===== src/rtl/aib_tx_arb_if.sv =====
// Requester and adapter TX handshake bundle for aib_tx_arbiter.
// slave  : the arbiter's view (consumes requester beats, produces TX beats).
// master : the surroundings' view (requesters drive beats, adapter drives ready).
interface aib_tx_arb_if #(
    parameter int NUM_REQ = 4,
    parameter int DATA_W  = 72
);
    logic [NUM_REQ-1:0]        i_req_valid;
    logic [NUM_REQ-1:0]        o_req_ready;
    logic [NUM_REQ*DATA_W-1:0] i_req_data;
    logic [NUM_REQ-1:0]        i_req_last;
    logic                      o_tx_valid;
    logic                      i_tx_ready;
    logic [DATA_W-1:0]         o_tx_data;

    modport slave (
        input  i_req_valid, i_req_data, i_req_last, i_tx_ready,
        output o_req_ready, o_tx_valid, o_tx_data
    );

    modport master (
        output i_req_valid, i_req_data, i_req_last, i_tx_ready,
        input  o_req_ready, o_tx_valid, o_tx_data
    );
endinterface


===== src/rtl/aib_tx_arbiter.sv =====
// Round-robin packet arbiter sharing one AIB adapter TX core-side port.
// Grants are held for whole packets (delimited by last); fairness rotates at
// packet boundaries. Optional macro AIB_TX_ARB_OUTREG_EN inserts a 2-entry
// output skid buffer (registered outputs, +1 cycle latency).
//
// Handshake: a beat moves across any valid/ready pair in the cycle where both
// are high; a source holds valid/data/last stable until the beat is taken, and
// valid never waits on ready.
module aib_tx_arbiter #(
    parameter  int NUM_REQ = 4,
    parameter  int DATA_W  = 72,
    localparam int IDW     = $clog2(NUM_REQ)
) (
    input  logic               i_aib_clk,
    input  logic               i_rst_n,
    input  logic               i_arb_en,
    aib_tx_arb_if.slave        bus,
    output logic [IDW-1:0]     o_grant_id,
    output logic               o_busy
);
    typedef enum logic {ST_IDLE, ST_LOCKED} state_t;

    state_t            state_q, state_d;
    logic [IDW-1:0]    rr_q, rr_d;
    logic [IDW-1:0]    lock_q, lock_d;
    logic [IDW-1:0]    sel;
    logic [IDW-1:0]    grant;
    logic              arb_valid;
    logic              up_ready;
    logic              acc;
    logic [DATA_W-1:0] grant_data;
    logic [NUM_REQ-1:0] req_ready;

    function automatic logic [IDW-1:0] next_id(input logic [IDW-1:0] x);
        return IDW'((int'(x) + 1) % NUM_REQ);
    endfunction

    // First valid requester scanning upward from rr_q; falls back to rr_q.
    always_comb begin
        logic             found;
        logic [IDW-1:0]   cand;
        sel   = rr_q;
        found = 1'b0;
        cand  = '0;
        for (int k = 0; k < NUM_REQ; k++) begin
            cand = IDW'((int'(rr_q) + k) % NUM_REQ);
            if (!found && bus.i_req_valid[cand]) begin
                found = 1'b1;
                sel   = cand;
            end
        end
    end

    // Owner of the port this cycle, its beat and whether it may be passed on.
    always_comb begin
        grant      = (state_q == ST_LOCKED) ? lock_q : sel;
        arb_valid  = bus.i_req_valid[grant] && ((state_q == ST_LOCKED) || i_arb_en);
        grant_data = bus.i_req_data[int'(grant)*DATA_W +: DATA_W];
        acc        = arb_valid && up_ready;
        req_ready  = '0;
        if (acc) begin
            req_ready[grant] = 1'b1;
        end
    end

    assign bus.o_req_ready = req_ready;
    assign o_grant_id      = grant;
    assign o_busy          = (state_q == ST_LOCKED);

    // Next-state: lock on a non-final beat, rotate pointer after a final beat.
    always_comb begin
        state_d = state_q;
        rr_d    = rr_q;
        lock_d  = lock_q;
        case (state_q)
            ST_IDLE: begin
                if (acc) begin
                    if (bus.i_req_last[grant]) begin
                        rr_d = next_id(grant);
                    end else begin
                        state_d = ST_LOCKED;
                        lock_d  = grant;
                    end
                end
            end
            ST_LOCKED: begin
                if (acc && bus.i_req_last[grant]) begin
                    state_d = ST_IDLE;
                    rr_d    = next_id(lock_q);
                end
            end
            default: state_d = ST_IDLE;
        endcase
    end

    // Arbitration state registers.
    always_ff @(posedge i_aib_clk or negedge i_rst_n) begin
        if (!i_rst_n) begin
            state_q <= ST_IDLE;
            rr_q    <= '0;
            lock_q  <= '0;
        end else begin
            state_q <= state_d;
            rr_q    <= rr_d;
            lock_q  <= lock_d;
        end
    end

`ifdef AIB_TX_ARB_OUTREG_EN
    logic [DATA_W-1:0] skid_q [2];
    logic              wr_q;
    logic              rd_q;
    logic [1:0]        cnt_q;
    logic [1:0]        cnt_d;
    logic              full_q;
    logic              pop;

    // Requesters only see space that is already registered, so i_tx_ready
    // never reaches o_req_ready combinationally.
    always_comb begin
        up_ready = !full_q;
        pop      = (cnt_q != 2'd0) && bus.i_tx_ready;
        cnt_d    = cnt_q + {1'b0, acc} - {1'b0, pop};
    end

    // Skid buffer storage, pointers and occupancy.
    always_ff @(posedge i_aib_clk or negedge i_rst_n) begin
        if (!i_rst_n) begin
            skid_q[0] <= '0;
            skid_q[1] <= '0;
            wr_q      <= 1'b0;
            rd_q      <= 1'b0;
            cnt_q     <= 2'd0;
            full_q    <= 1'b0;
        end else begin
            if (acc) begin
                skid_q[wr_q] <= grant_data;
                wr_q         <= ~wr_q;
            end
            if (pop) begin
                rd_q <= ~rd_q;
            end
            cnt_q  <= cnt_d;
            full_q <= (cnt_d == 2'd2);
        end
    end

    assign bus.o_tx_valid = (cnt_q != 2'd0);
    assign bus.o_tx_data  = skid_q[rd_q];
`else
    // Zero-latency passthrough; valid is independent of the adapter's ready.
    always_comb begin
        up_ready = bus.i_tx_ready;
    end

    assign bus.o_tx_valid = arb_valid;
    assign bus.o_tx_data  = grant_data;
`endif

endmodule


===== src/flat_wrapper.sv =====
// flat-port wrapper written by rule: the top's interface ports become plain ports
module aib_tx_arbiter_flat 
#(
    parameter  int NUM_REQ = 4,
    parameter  int DATA_W  = 72,
    localparam int IDW     = $clog2(NUM_REQ)
)
  (i_aib_clk, i_rst_n, i_arb_en, o_grant_id, o_busy, bus_i_req_valid, bus_i_req_data, bus_i_req_last, bus_i_tx_ready, bus_o_req_ready, bus_o_tx_valid, bus_o_tx_data);
  aib_tx_arb_if #(.NUM_REQ(NUM_REQ), .DATA_W(DATA_W)) bus_i ();
  input  logic i_aib_clk;
  input  logic i_rst_n;
  input  logic i_arb_en;
  output logic [IDW-1:0] o_grant_id;
  output logic o_busy;
  input wire logic [$bits(bus_i.i_req_valid)-1:0] bus_i_req_valid;
  input wire logic [$bits(bus_i.i_req_data)-1:0] bus_i_req_data;
  input wire logic [$bits(bus_i.i_req_last)-1:0] bus_i_req_last;
  input wire logic [$bits(bus_i.i_tx_ready)-1:0] bus_i_tx_ready;
  output wire logic [$bits(bus_i.o_req_ready)-1:0] bus_o_req_ready;
  output wire logic [$bits(bus_i.o_tx_valid)-1:0] bus_o_tx_valid;
  output wire logic [$bits(bus_i.o_tx_data)-1:0] bus_o_tx_data;
  assign bus_i.i_req_valid = bus_i_req_valid;
  assign bus_i.i_req_data = bus_i_req_data;
  assign bus_i.i_req_last = bus_i_req_last;
  assign bus_i.i_tx_ready = bus_i_tx_ready;
  assign bus_o_req_ready = bus_i.o_req_ready;
  assign bus_o_tx_valid = bus_i.o_tx_valid;
  assign bus_o_tx_data = bus_i.o_tx_data;
  aib_tx_arbiter #(.NUM_REQ(NUM_REQ), .DATA_W(DATA_W)) u_core (.i_aib_clk(i_aib_clk), .i_rst_n(i_rst_n), .i_arb_en(i_arb_en), .bus(bus_i), .o_grant_id(o_grant_id), .o_busy(o_busy));
endmodule

===== config.mk =====
export PLATFORM = sky130hd
export DESIGN_NAME = aib_tx_arbiter_flat
export DESIGN_NICKNAME = d
export VERILOG_FILES = /design/src/rtl/aib_tx_arb_if.sv /design/src/rtl/aib_tx_arbiter.sv /design/src/flat_wrapper.sv
export SDC_FILE = /design/constraint.sdc
export NUM_CORES = 1
export LEC_CHECK = 0
export ABC_AREA = 1
export CAP_MARGIN = 20
export CORE_AREA = 2 2 150 152
export CTS_BUF_LIST = sky130_fd_sc_hd__clkbuf_8 sky130_fd_sc_hd__clkbuf_16
export DETAILED_ROUTE_END_ITERATION = 8
export DIE_AREA = 0 0 152 154
export GPL_TIMING_DRIVEN = 0
export MAX_ROUTING_LAYER = met4
export SYNTH_ARGS = -nofsm -noshare
export SYNTH_HDL_FRONTEND = slang
export SYNTH_SLANG_ARGS = --single-unit

===== constraint.sdc =====
create_clock -name i_aib_clk -period 2.5 [get_ports i_aib_clk]
set_clock_uncertainty 0.1 [all_clocks]
set_input_delay 0.25 -clock i_aib_clk [delete_from_list [all_inputs] [get_ports i_aib_clk]]
set_output_delay 0.25 -clock i_aib_clk [all_outputs]
set_load 0.05 [all_outputs]

After elaboration in Yosys (flattened, before gate mapping):

Cells that the tools add are included.

* logic and storage cells: 64
* register bits: 5

* mux-type cells: 30
* multiply operators: 1
* shift operators: 1
* $lt $le $gt $ge: 6
* equality and inequality tests: 3
* bitwise gates (word level): 2
* reduce and logical (&&, ||, !) cells: 13
* add/subtract/negate cells: 5

Operators with widths (number)
* $shiftx 288x32->72: 1
* $lt 2x3->1 const B: 5
* $mux 2: 7
* $mux 1: 13
* $bmux 1 s2: 6
* $logic_and 1x1->1: 7
* $add 2x1->2 const B: 3
* $mul 2x4->6 const B: 1
* $reduce_and 3->1: 2
* $add 2x2->2 const B: 2
* $mux 4: 1
* $ne 2x1->1 const B: 2
* $pmux 2 s2: 1
* $logic_not 1->1: 3
* $demux 1 s2: 1
* $ge 2x1->1 const B: 1
* $ne 2x2->1 const B: 1
* $not 1->1: 2
* $pmux 1 s2: 1
* $logic_or 1x1->1: 1

Logic depth before layout (Yosys ltp):

Gate-level depths: netlist of the first run.

* depth in word-level cells: 20
* mapped depth: 19

Worst setup path before layout of the first run:

No wires, ideal clock.

* kind: register to output
* start: register u_core.rr_q[0]
* end: output port bus_o_tx_data[19]
* stages on the path, launching flop included: 15
* slack: -0.480 ns
* arrival time: 2.630 ns
* data required time: 2.150 ns
* path buffers: 3
* cell sequence: dfrtp_1 buf_4 nand2_1 nand3_1 nand2_2 nand3_2 nand3_1 nand2_1 nand2_1 nand2_1 nand2_2 buf_6 buf_2 o21ai_0 o22ai_1

* word-level cells in the longest chain between the ends: 15

RTL lines
* start, declared: RTL line aib_tx_arbiter.sv:24 `logic [IDW-1:0] rr_q, rr_d;`
* start signal, assigned: RTL line aib_tx_arbiter.sv:104 `rr_q <= rr_d;`
* branches (longest 11 deep; another with $add 2x1->2)
* $mux 2 (*): RTL line aib_tx_arbiter.sv:47 `if (!found && bus.i_req_valid[cand]) begin`
* $mux 2 (*): RTL line aib_tx_arbiter.sv:56 `grant = (state_q == ST_LOCKED) ? lock_q : sel;`
* via o_grant_id[1]: RTL line flat_wrapper.sv:13 `output logic [IDW-1:0] o_grant_id;`
* $mul 2x4->6 (*): RTL line aib_tx_arbiter.sv:58 `grant_data = bus.i_req_data[int'(grant)*DATA_W +: DATA_W];`
* $shiftx 288x32->72 (*): RTL line aib_tx_arbiter.sv:58
* end, declared: RTL line flat_wrapper.sv:21 `output wire logic [$bits(bus_i.o_tx_data)-1:0] bus_o_tx_data;`

Mark *: on every way through the listed nets, which the timed path passes. The select of a mux whose other input is x is not followed.

Worst setup path after layout of the first run:

* start: register u_core.rr_q[0]
* end: output port bus_o_tx_data[12]

* word-level cells in the longest chain between the ends: 15

RTL lines (RTL line)
* branches (longest 11 deep; another with $add 2x1->2)
* $mux 2 (*): aib_tx_arbiter.sv:47
* $mux 2 (*): aib_tx_arbiter.sv:56
* $mul 2x4->6 (*): aib_tx_arbiter.sv:58
* $shiftx 288x32->72 (*): aib_tx_arbiter.sv:58

Every way passes the cells marked *. The select of a mux whose other input is x is not followed.

==> results of run 1 <==
layout by cell type, fill, tap and decap left out, drive strengths merged:
master         instances
clkbuf                18
o21ai                146
a21oi                  1
dlygate4sd2            3
dfrtp                  5
nand3                 20
nor2                 151
buf                  156
ha                     4
bufbuf                 1
nand3b                 2
clkinv                 4
inv                   18
clkdlybuf4s50        297
or2                    2
o22ai                 72
nand2                 71
area by class of cell:
| cell class | count | area (um^2) |
|---|---|---|
| buffer | 49 | 738.2 |
| clock buffer | 3 | 75.07 |
| clock inverter | 1 | 3.754 |
| fill | 2166 | 12340 |
| inverter | 20 | 102.6 |
| multi-input combinational | 469 | 3266 |
| sequential | 5 | 128.9 |
| tap | 280 | 350.3 |
| timing repair buffer | 423 | 4674 |
| timing repair inverter | 1 | 5.005 |
metal layers:
layer  wire, um  vias to the layer above
li1           -                     2755
met1      10390                     2657
met2      12140                      240
met3       1477                       42
met4        644                        0
met5          0                        -
per-stage QoR:
stage	instances	hold slack (ns)	cell area, um^2
final	1251	0.1547	9344
after global routing	1251	0.1647	9344
after CTS	1231	0.1526	8676
after detailed placement	1202	0.3572	7490
after global placement	1202	0.3596	7490
after floorplan	543	-0.1456	3346
worst max path at each step:
stage | startpoint | end | slack [ns] | cells after the start
floorplan | u_core.rr_q[0] | bus_o_tx_data[19] | -0.13 | 16
global placement | bus_i_req_valid[2] | bus_o_tx_data[20] | -1.33 | 16
detailed placement | bus_i_req_valid[2] | bus_o_tx_data[20] | -1.38 | 16
CTS | u_core.rr_q[0] | bus_o_tx_data[51] | -0.36 | 16
global route | u_core.rr_q[0] | bus_o_tx_data[51] | -0.52 | 19
finish | u_core.rr_q[0] | bus_o_tx_data[12] | -0.39 | 17
logic make-up (layout without fill, tap and decap cells):
family                   after synthesis  count (layout)
flip-flops                             5               5
adder cells (fa/ha/maj)                4               4
AND/OR/NAND/NOR                      246             246
buffers and inverters                 69             497
AO/OA/AOI/OAI                        219             219
worst max-delay path, delay by kind of cell, from the launching register on:
| kind | cells | cell delay, ns |
|---|---|---|
| buf+inv | 6 | 0.77 |
| flops | 1 | 0.46 |
| compound gates | 1 | 0.22 |
| simple gates | 10 | 0.83 |
timing repair:
item / in CTS / in global routing
endpoints found under the setup margin: 80 / 84
endpoints found under the hold margin: 0 / 0
cloned: 9 / 12
buffers inserted: 16 / 9
hold buffers: 0 / 0
gates resized for setup: 761 / 146
pin swaps: 24 / 35
==> summary.md, run 1 <==
| Metric | Value |
|---|---|
| Outcome | `finished with violations` |
| Adder-Cell Fraction of Synth Area | `1.795%` |
| WL final | `24.65 mm` |
| Crit path max-delay cell type | `dfrtp_2` |
| Via/cell ratio | `4.552` |
| Slew HR | `66.65%` |
| Req. time, crit path | `2.15 ns` |
| Post-route ant nets | `0` |
| Die Span X | `152 um` |
| Slew Limit Fails | `0` |
| Synth Instances | `543` |
| RR Startpoint | `u_core.rr_q[0]` |
| Count leader, synth | `nor2_1` |
| Mux share of post-synthesis cell area | `0%` |
| Post-Synth XOR/XNOR Area | `0%` |
| Layout cells sized above 1 | `38.41%` |
| Net Count, Synth | `847` |
| Hold Fails Final Rpt | `0` |
| Met3 usage | `3.636%` |
| Die Ht | `154 um` |
| HP Class | `input port to asynchronous set/reset pin` |
| RSZ-0062 raised after global routing | `yes` |
| Drt pass-1 iters | `4` |
| Largest family of logic cells by synthesized area | `compound AO/OA/AOI/OAI gates` |
| Pin count of the biggest net entering global routing | `12` |
| Synth Area in Simple Gates | `36.98%` |
| Number of synthesized flops with an enable pin | `0` |
| Clk buf depth | `2` |
| Setup Viol. Count Final | `79` |
| Site Rows | `54` |
| Slowest stage delay, CP | `0.46 ns` |
| H-tree depth | `1` |
| Worst reg2reg path endpoint | `u_core.lock_q[1]` |
| Avg Cell Area, Syn | `5.134 um^2` |
| Largest cells by area after synthesis | `nor2_1 (20%), o21ai_0 (19%), o22ai_1 (16%), nand2_1 (8.1%), o21ai_1 (7.5%)` |
| Met2 Use GR | `33.93%` |
| Area Overhead vs Synth | `235.2%` |
| TritonCTS clock tree | `done` |
| CP startpoint kind | `flop` |
| Initial Utilization | `12.85%` |
| Yosys warns | `0` |
| Worst Path Max Fanout | `10` |
| Fin crit share | `115.6%` |
| Drt drc | `0` |
| Synth Cell Area | `2788 um^2` |
| First-pass GRT wire length | `34.84 mm` |
| Fraction of registers with async set/reset | `100.0%` |
| Min cycle time layout | `2.889 ns` |
| Layout Utilization | `43.08%` |
| DR iter-0 viols | `321` |
| Clk slew on worst S/H paths | `0.03 ns` |
| Failing checks | `setup timing` |
| CP arrival | `2.54 ns` |
| Register bit total from synthesis | `5` |
| Total die area | `23410 um^2` |
| CP Capture Type | `output port` |
| Cts bufs inserted | `3` |
| Final GP Congestion | `0.9259` |
| Cells along the critical path | `buf_6, nand2_4, nand3_4, nand2_4, inv_4, nor2_4, nand2_2, nand2_2, nand2_2, nand2_4, nand2_8, clkinv_8, buf_12, buf_8, nor2_1, o22ai_2, buf_6` |
| Core area | `21690 um^2` |
| Vias in the first global route | `5814` |
| Clock latency on the worst-skew pair | `0.23 ns` |
| Synth top area share | `19.93%` |
| Post-synth top flop | `dfrtp_1` |
| Mean routed wirelength per cell | `19.70 um` |
| Antenna diode count | `0` |
| GRT busiest layer | `met2` |
| Peak Freq | `346.1 MHz` |
| Sequential fraction of the synthesis area | `4.488%` |
| GR Util All Layers | `19.43%` |
| CTS Sinks | `5` |
| Total grt overflow | `0` |
| Dpl hpwl | `18.23 mm` |
| Final worst slack | `-0.3891 ns` |
| Post-synth top cells | `nor2_1 (148), o21ai_0 (104), o22ai_1 (72)` |
| Synth cell types | `24` |
| Met1 usage | `23.20%` |
| MaxCap Viol Count | `0` |
| Largest area contributor in the netlist | `nor2_1` |
| Reg2reg path depth | `18` |
| I/O Pins | `380` |
| Sum Neg Setup Slack | `-24.90 ns` |
| Critical path class | `flop to output port` |
| Worst slew pin tran | `0.4987 ns` |
| Clk Tree Root Cell | `clkbuf_16` |
| Final net count | `1276` |
| Initial antenna violation count | `0` |
| Worst slack at placement | `-1.380 ns` |
| Via Count | `5694` |
| Synth Area in Compound Gates | `42.68%` |
| Reg2reg setup slack | `0.06 ns` |
| Port-buffer cells | `379` |
Power of run 1 is left out: the tool's default activity adds up to more than one toggle a clock period on the data nets, which glitch-free logic cannot reach.
==> run 2: changes to the inputs <==
--- a/config.mk
+++ b/config.mk
@@ -9,10 +9,12 @@
 export CAP_MARGIN = 20
 export CORE_AREA = 2 2 150 152
 export CTS_BUF_LIST = sky130_fd_sc_hd__clkbuf_8 sky130_fd_sc_hd__clkbuf_16
+export CTS_CLUSTER_SIZE = 14
 export DETAILED_ROUTE_END_ITERATION = 8
 export DIE_AREA = 0 0 152 154
 export GPL_TIMING_DRIVEN = 0
 export MAX_ROUTING_LAYER = met4
+export RECOVER_POWER = 100
 export SYNTH_ARGS = -nofsm -noshare
 export SYNTH_HDL_FRONTEND = slang
 export SYNTH_SLANG_ARGS = --single-unit
==> summary.md, run 2 (synthesis results as in run 1) <==
| Metric | Value |
|---|---|
| Outcome | `finished with violations` |
| Failing checks | `setup timing` |
| Via/cell ratio | `4.548 (about the same)` |
| Slew HR | `66.65% (unchanged)` |
| Port-buffer cells | `379 (unchanged)` |
| Min cycle time layout | `2.889 ns (-0.0006160 ns)` |
| Crit. path cell count | `17 (unchanged)` |
| H-tree depth | `1 (unchanged)` |
| Initial Utilization | `12.85% (unchanged)` |
| Worst slew pin tran | `0.4987 ns (unchanged)` |
| Clk slew on worst S/H paths | `0.03 ns (about the same)` |
| Site Rows | `54 (unchanged)` |
| Fill cells | `2166 (unchanged)` |
| Die Span X | `152 um (unchanged)` |
| GR Util All Layers | `19.43% (unchanged)` |
| Initial antenna violation count | `0 (unchanged)` |
| Hold slack | `0.2252 ns (+0.07052 ns)` |
| Fin crit share | `115.5% (about the same)` |
| Crit path max-delay family | `simple AND/OR/NAND/NOR gates` |
| Worst Path Max Fanout | `10 (unchanged)` |
| Peak Freq | `346.2 MHz (about the same)` |
| Slowest stage delay, CP | `0.46 ns (about the same)` |
| Setup Viol. Count Final | `79 (unchanged)` |
| Cells along the critical path | `buf_6, nand2_4, nand3_4, nand2_4, inv_4, nor2_4, nand2_2, nand2_2, nand2_2, nand2_4, nand2_8, clkinv_8, buf_12, buf_8, nor2_1, o22ai_2, buf_6` |
| Clk Tree Root Cell | `clkbuf_16` |
| Area of the multi-input gates | `3266 um^2 (unchanged)` |
| Clock latency on the worst-skew pair | `0.23 ns (about the same)` |
| Via Count | `5690 (-0.070%)` |
| Most common cell after layout, fill and taps aside | `clkdlybuf4s50_1` |
| Total die area | `23410 um^2 (unchanged)` |
| TritonCTS clock tree | `done` |
| Crit path max-delay cell type | `dfrtp_2` |
| Vias in the first global route | `5814 (unchanged)` |
| Layout Utilization | `43.08% (unchanged)` |
| Placed Area | `7490 um^2 (unchanged)` |
| Register area | `128.9 um^2 (unchanged)` |
| CP startpoint kind | `flop` |
| Pin count of the biggest net entering global routing | `12 (unchanged)` |
| WL final | `24.65 mm (about the same)` |
| Worst path bufs/invs | `6 (unchanged)` |
| Core area | `21690 um^2 (unchanged)` |
| Dpl hpwl | `18.23 mm (unchanged)` |
| Antenna diode count | `0 (unchanged)` |
| Layout cells sized above 1 | `38.41% (unchanged)` |
| MaxCap Viol Count | `0 (unchanged)` |
| Cts bufs inserted | `3 (unchanged)` |
| Drt drc | `0 (unchanged)` |
| Final worst slack | `-0.3885 ns (+0.0006160 ns)` |
| Total grt overflow | `0 (unchanged)` |
| CTS Sinks | `5 (unchanged)` |
| First-pass GRT wire length | `34.84 mm (unchanged)` |
| Final net count | `1276 (unchanged)` |
| I/O Pins | `380 (unchanged)` |
| Clk buf depth | `2 (unchanged)` |
| Final GP Congestion | `0.9259 (unchanged)` |
| Drt pass-1 iters | `4 (unchanged)` |
| Mean routed wirelength per cell | `19.71 um (about the same)` |
| Slew Limit Fails | `0 (unchanged)` |
| CP Capture Type | `output port` |
| Reg2reg path depth | `18 (unchanged)` |
| Area Overhead vs Synth | `235.2% (unchanged)` |
| DR iter-0 viols | `321 (unchanged)` |
| Critical path class | `flop to output port` |
| CP arrival | `2.54 ns (about the same)` |
| RSZ-0062 raised after global routing | `yes` |
| Design Area, Final | `9344 um^2 (unchanged)` |
| Most frequent cells in the layout | `clkdlybuf4s50_1 (296), nor2_1 (116), o21ai_1 (88)` |
| Req. time, crit path | `2.15 ns (about the same)` |
| Hold Fails Final Rpt | `0 (unchanged)` |
| HP Class | `input port to asynchronous set/reset pin` |
| Post-route ant nets | `0 (unchanged)` |
| Die Ht | `154 um (unchanged)` |
-- run 2: repair_timing --
action,CTS,global route
resized for setup,761,146
pin swaps,24,35
endpoints found under the setup margin,80,84
hold buffers,0,0
gates cloned,9,12
setup buffers,16,9
-- run 2: metal layers --
metal | up-vias | share of wire [%] | track usage [%]
li1 | 2754 | - | -
met4 | 0 | 2.6 | 4.406
met5 | - | 0 | -
met2 | 238 | 49 | 33.93
met1 | 2656 | 42 | 23.20
met3 | 42 | 6.0 | 3.636
-- run 2: cell type report --
class	instances	area share, %
Inverter	20	1.098
Timing Repair inverter	1	0.05356
Clock inverter	1	0.04017
Tap cell	280	3.749
Clock buffer	3	0.8034
Sequential cell	5	1.379
Multi-Input combinational cell	469	34.95
Timing Repair Buffer	423	50.03
Buffer	49	7.900
-- run 2: worst paths after layout --
kind / from / endpoint / slack, ns
max reg2reg: u_core.rr_q[0] / u_core.lock_q[1] / 0.06
min: i_rst_n / u_core.lock_q[1] / 0.23
max in group asynchronous: i_rst_n / u_core.rr_q[0] / 1.85
min in group i_aib_clk: u_core.lock_q[1] / u_core.lock_q[1] / 0.38
min reg2reg: u_core.lock_q[1] / u_core.lock_q[1] / 0.38
max: u_core.rr_q[0] / bus_o_tx_data[12] / -0.39
-- run 2: stage by stage --
step / setup slack [ns] / instances / setup TNS, ns
after floorplan: -0.1301 / 543 / -0.2233
after global placement: -1.333 / 1202 / -87.53
after detailed placement: -1.380 / 1202 / -88.00
after CTS: -0.3646 / 1231 / -23.39
after global routing: -0.5226 / 1251 / -35.62
final: -0.3885 / 1251 / -24.88
Power of run 2 is left out for the same reason.
==> run 3: changes to the inputs <==
--- a/config.mk
+++ b/config.mk
@@ -12,7 +12,6 @@
 export CTS_CLUSTER_SIZE = 14
 export DETAILED_ROUTE_END_ITERATION = 8
 export DIE_AREA = 0 0 152 154
-export GPL_TIMING_DRIVEN = 0
 export MAX_ROUTING_LAYER = met4
 export RECOVER_POWER = 100
 export SYNTH_ARGS = -nofsm -noshare
==> summary.md, run 3 (synthesis results as in run 1) <==
| Metric | Value |
|---|---|
| Post-route ant nets | `0 (unchanged)` |
| RR Startpoint | `u_core.rr_q[0]` |
| Fin crit share | `116.6% (+1.1 points)` |
| Pin count of the biggest net entering global routing | `41 (+29)` |
| RSZ-0062 raised after global routing | `yes` |
| GR Util All Layers | `17.18% (-2.2 points)` |
| Critical path class | `flop to output port` |
| Setup Viol. Count Final | `80 (+1.3%)` |
| Initial Utilization | `12.85% (unchanged)` |
| MaxCap Viol Count | `0 (unchanged)` |
| CP startpoint kind | `flop` |
| Worst Path Max Fanout | `7 (-3)` |
| Die Ht | `154 um (unchanged)` |
| Total grt overflow | `0 (unchanged)` |
| Outcome | `finished with violations` |
| Cts bufs inserted | `3 (unchanged)` |
| Req. time, crit path | `2.15 ns (about the same)` |
| GRT busiest layer | `met2` |
| Reg2reg path depth | `21 (+3)` |
| Most frequent cells in the layout | `clkdlybuf4s50_1 (295), nor2_1 (114), buf_12 (106)` |
| DR iter-0 viols | `267 (-17%)` |
| Post-Layout Cell Count | `1250 (-0.080%)` |
| Slew HR | `65.46% (-1.2 points)` |
| Antenna diode count | `0 (unchanged)` |
| Min cycle time layout | `2.915 ns (+0.02695 ns)` |
| Met1 usage | `20.63% (-2.6 points)` |
| Clock latency on the worst-skew pair | `0.23 ns (about the same)` |
| CTS Sinks | `5 (unchanged)` |
| TritonCTS clock tree | `done` |
| Drt pass-1 iters | `4 (unchanged)` |
| Total die area | `23410 um^2 (unchanged)` |
| Register area | `128.9 um^2 (unchanged)` |
| Final net count | `1275 (-0.078%)` |
| Peak Freq | `343.0 MHz (-0.92%)` |
| Met3 usage | `2.565% (-1.1 points)` |
| Worst reg2reg path endpoint | `u_core.rr_q[1]` |
| Drt drc | `0 (unchanged)` |
| Via Count | `5605 (-1.5%)` |
| Final GP Congestion | `0.8857 (-4.3%)` |
| Area of the multi-input gates | `3213 um^2 (-1.6%)` |
| Hold Fails Final Rpt | `0 (unchanged)` |
| Core area | `21690 um^2 (unchanged)` |
| CP arrival | `2.57 ns (+0.03 ns)` |
| Fill cells | `2062 (-4.8%)` |
| Layout cells sized above 1 | `36.91% (-1.5 points)` |
| Failing checks | `setup timing` |
| Slew Limit Fails | `0 (unchanged)` |
| Vias in the first global route | `5701 (-1.9%)` |
| Die Span X | `152 um (unchanged)` |
| Site Rows | `54 (unchanged)` |
| Worst slack at placement | `-0.3728 ns (+1.007 ns)` |
| WL final | `22.86 mm (-7.2%)` |
| Port-buffer cells | `379 (unchanged)` |
| HP Class | `input port to asynchronous set/reset pin` |
| Final worst slack | `-0.4155 ns (-0.02695 ns)` |
| Dpl cells | `1211 (+0.75%)` |
| Initial antenna violation count | `0 (unchanged)` |
| Clk Tree Root Cell | `clkbuf_16` |
| Dpl hpwl | `16.35 mm (-10%)` |
| H-tree depth | `1 (unchanged)` |
| Area Overhead vs Synth | `249.6%` |
| Clk buf depth | `2 (unchanged)` |
| Mean routed wirelength per cell | `18.29 um (-7.2%)` |
| Met2 Use GR | `30.74% (-3.2 points)` |
| Clk slew on worst S/H paths | `0.03 ns (about the same)` |
| Worst slew pin tran | `0.5165 ns (+0.01782 ns)` |
| I/O Pins | `380 (unchanged)` |
| CP Capture Type | `output port` |
| Via/cell ratio | `4.484 (-1.4%)` |
| Most common cell after layout, fill and taps aside | `clkdlybuf4s50_1` |
| Reg2reg setup slack | `0 ns (-0.06 ns)` |
| First-pass GRT wire length | `31.64 mm (-9.2%)` |
[run 3: worst max path at each step]
| stage | start | endpoint | slack (ns) | depth (start not counted) |
|---|---|---|---|---|
| after floorplan | u_core.rr_q[0] | bus_o_tx_data[19] | -0.13 | 16 |
| after global placement | bus_i_req_valid[2] | bus_o_tx_data[8] | -0.37 | 17 |
| after global routing | u_core.rr_q[0] | bus_o_tx_data[54] | -0.53 | 18 |
| final | u_core.rr_q[0] | bus_o_tx_data[54] | -0.42 | 18 |
| after detailed placement | bus_i_req_valid[1] | bus_o_tx_data[20] | -0.37 | 15 |
| after CTS | u_core.rr_q[0] | bus_o_req_ready[2] | -0.37 | 18 |
[run 3: what timing repair did]
item                       CTS  global route
setup buffers                5            16
gates cloned                 5            11
resized for setup           70           141
pin swaps                   24            26
hold buffers                 0             0
setup endpoints to repair   82            84
[run 3: critical path: stages, from the launching register on]
cell and delay (ns):
dfrtp_2 0.43, buf_6 0.15, nand2_4 0.08, nand3_4 0.08
nand2_4 0.09, inv_2 0.04, nor2_4 0.12, nand2_2 0.08
nand2_2 0.07, nand2_2 0.06, nand2_4 0.08, nand2_8 0.09
inv_12 0.11, buf_12 0.13, buf_12 0.14, buf_12 0.13
nor2_1 0.05, o22ai_2 0.20, buf_12 0.17
[run 3: final cells by class]
cell class              count  area share (%)
clock inverters             1         0.03852
repair buffers            472           60.27
multi-input cells         469           32.97
clock buffers               3          0.7704
well taps                 280           3.595
inverters                  20           1.027
flip-flops and latches      5           1.323
[run 3: metrics by stage]
step	TNS [ns]	utilization (%)	hold slack, ns	area, um^2
after CTS	-23.17	41.62	0.1598	9027
after global placement	-23.82	39.67	0.3602	8603
final	-23.67	44.93	0.2261	9744
after floorplan	-0.2233	-	-0.1456	3346
after detailed placement	-25.68	39.67	0.3670	8603
after global routing	-35.06	44.93	0.2410	9744
[run 3: layer usage]
layer / vias up / routed length (um)
met5: - / 0
met4: 0 / 386
met3: 28 / 1130
met2: 235 / 11660
met1: 2597 / 9685
li1: 2745 / -
Power of run 3 is left out for the same reason.
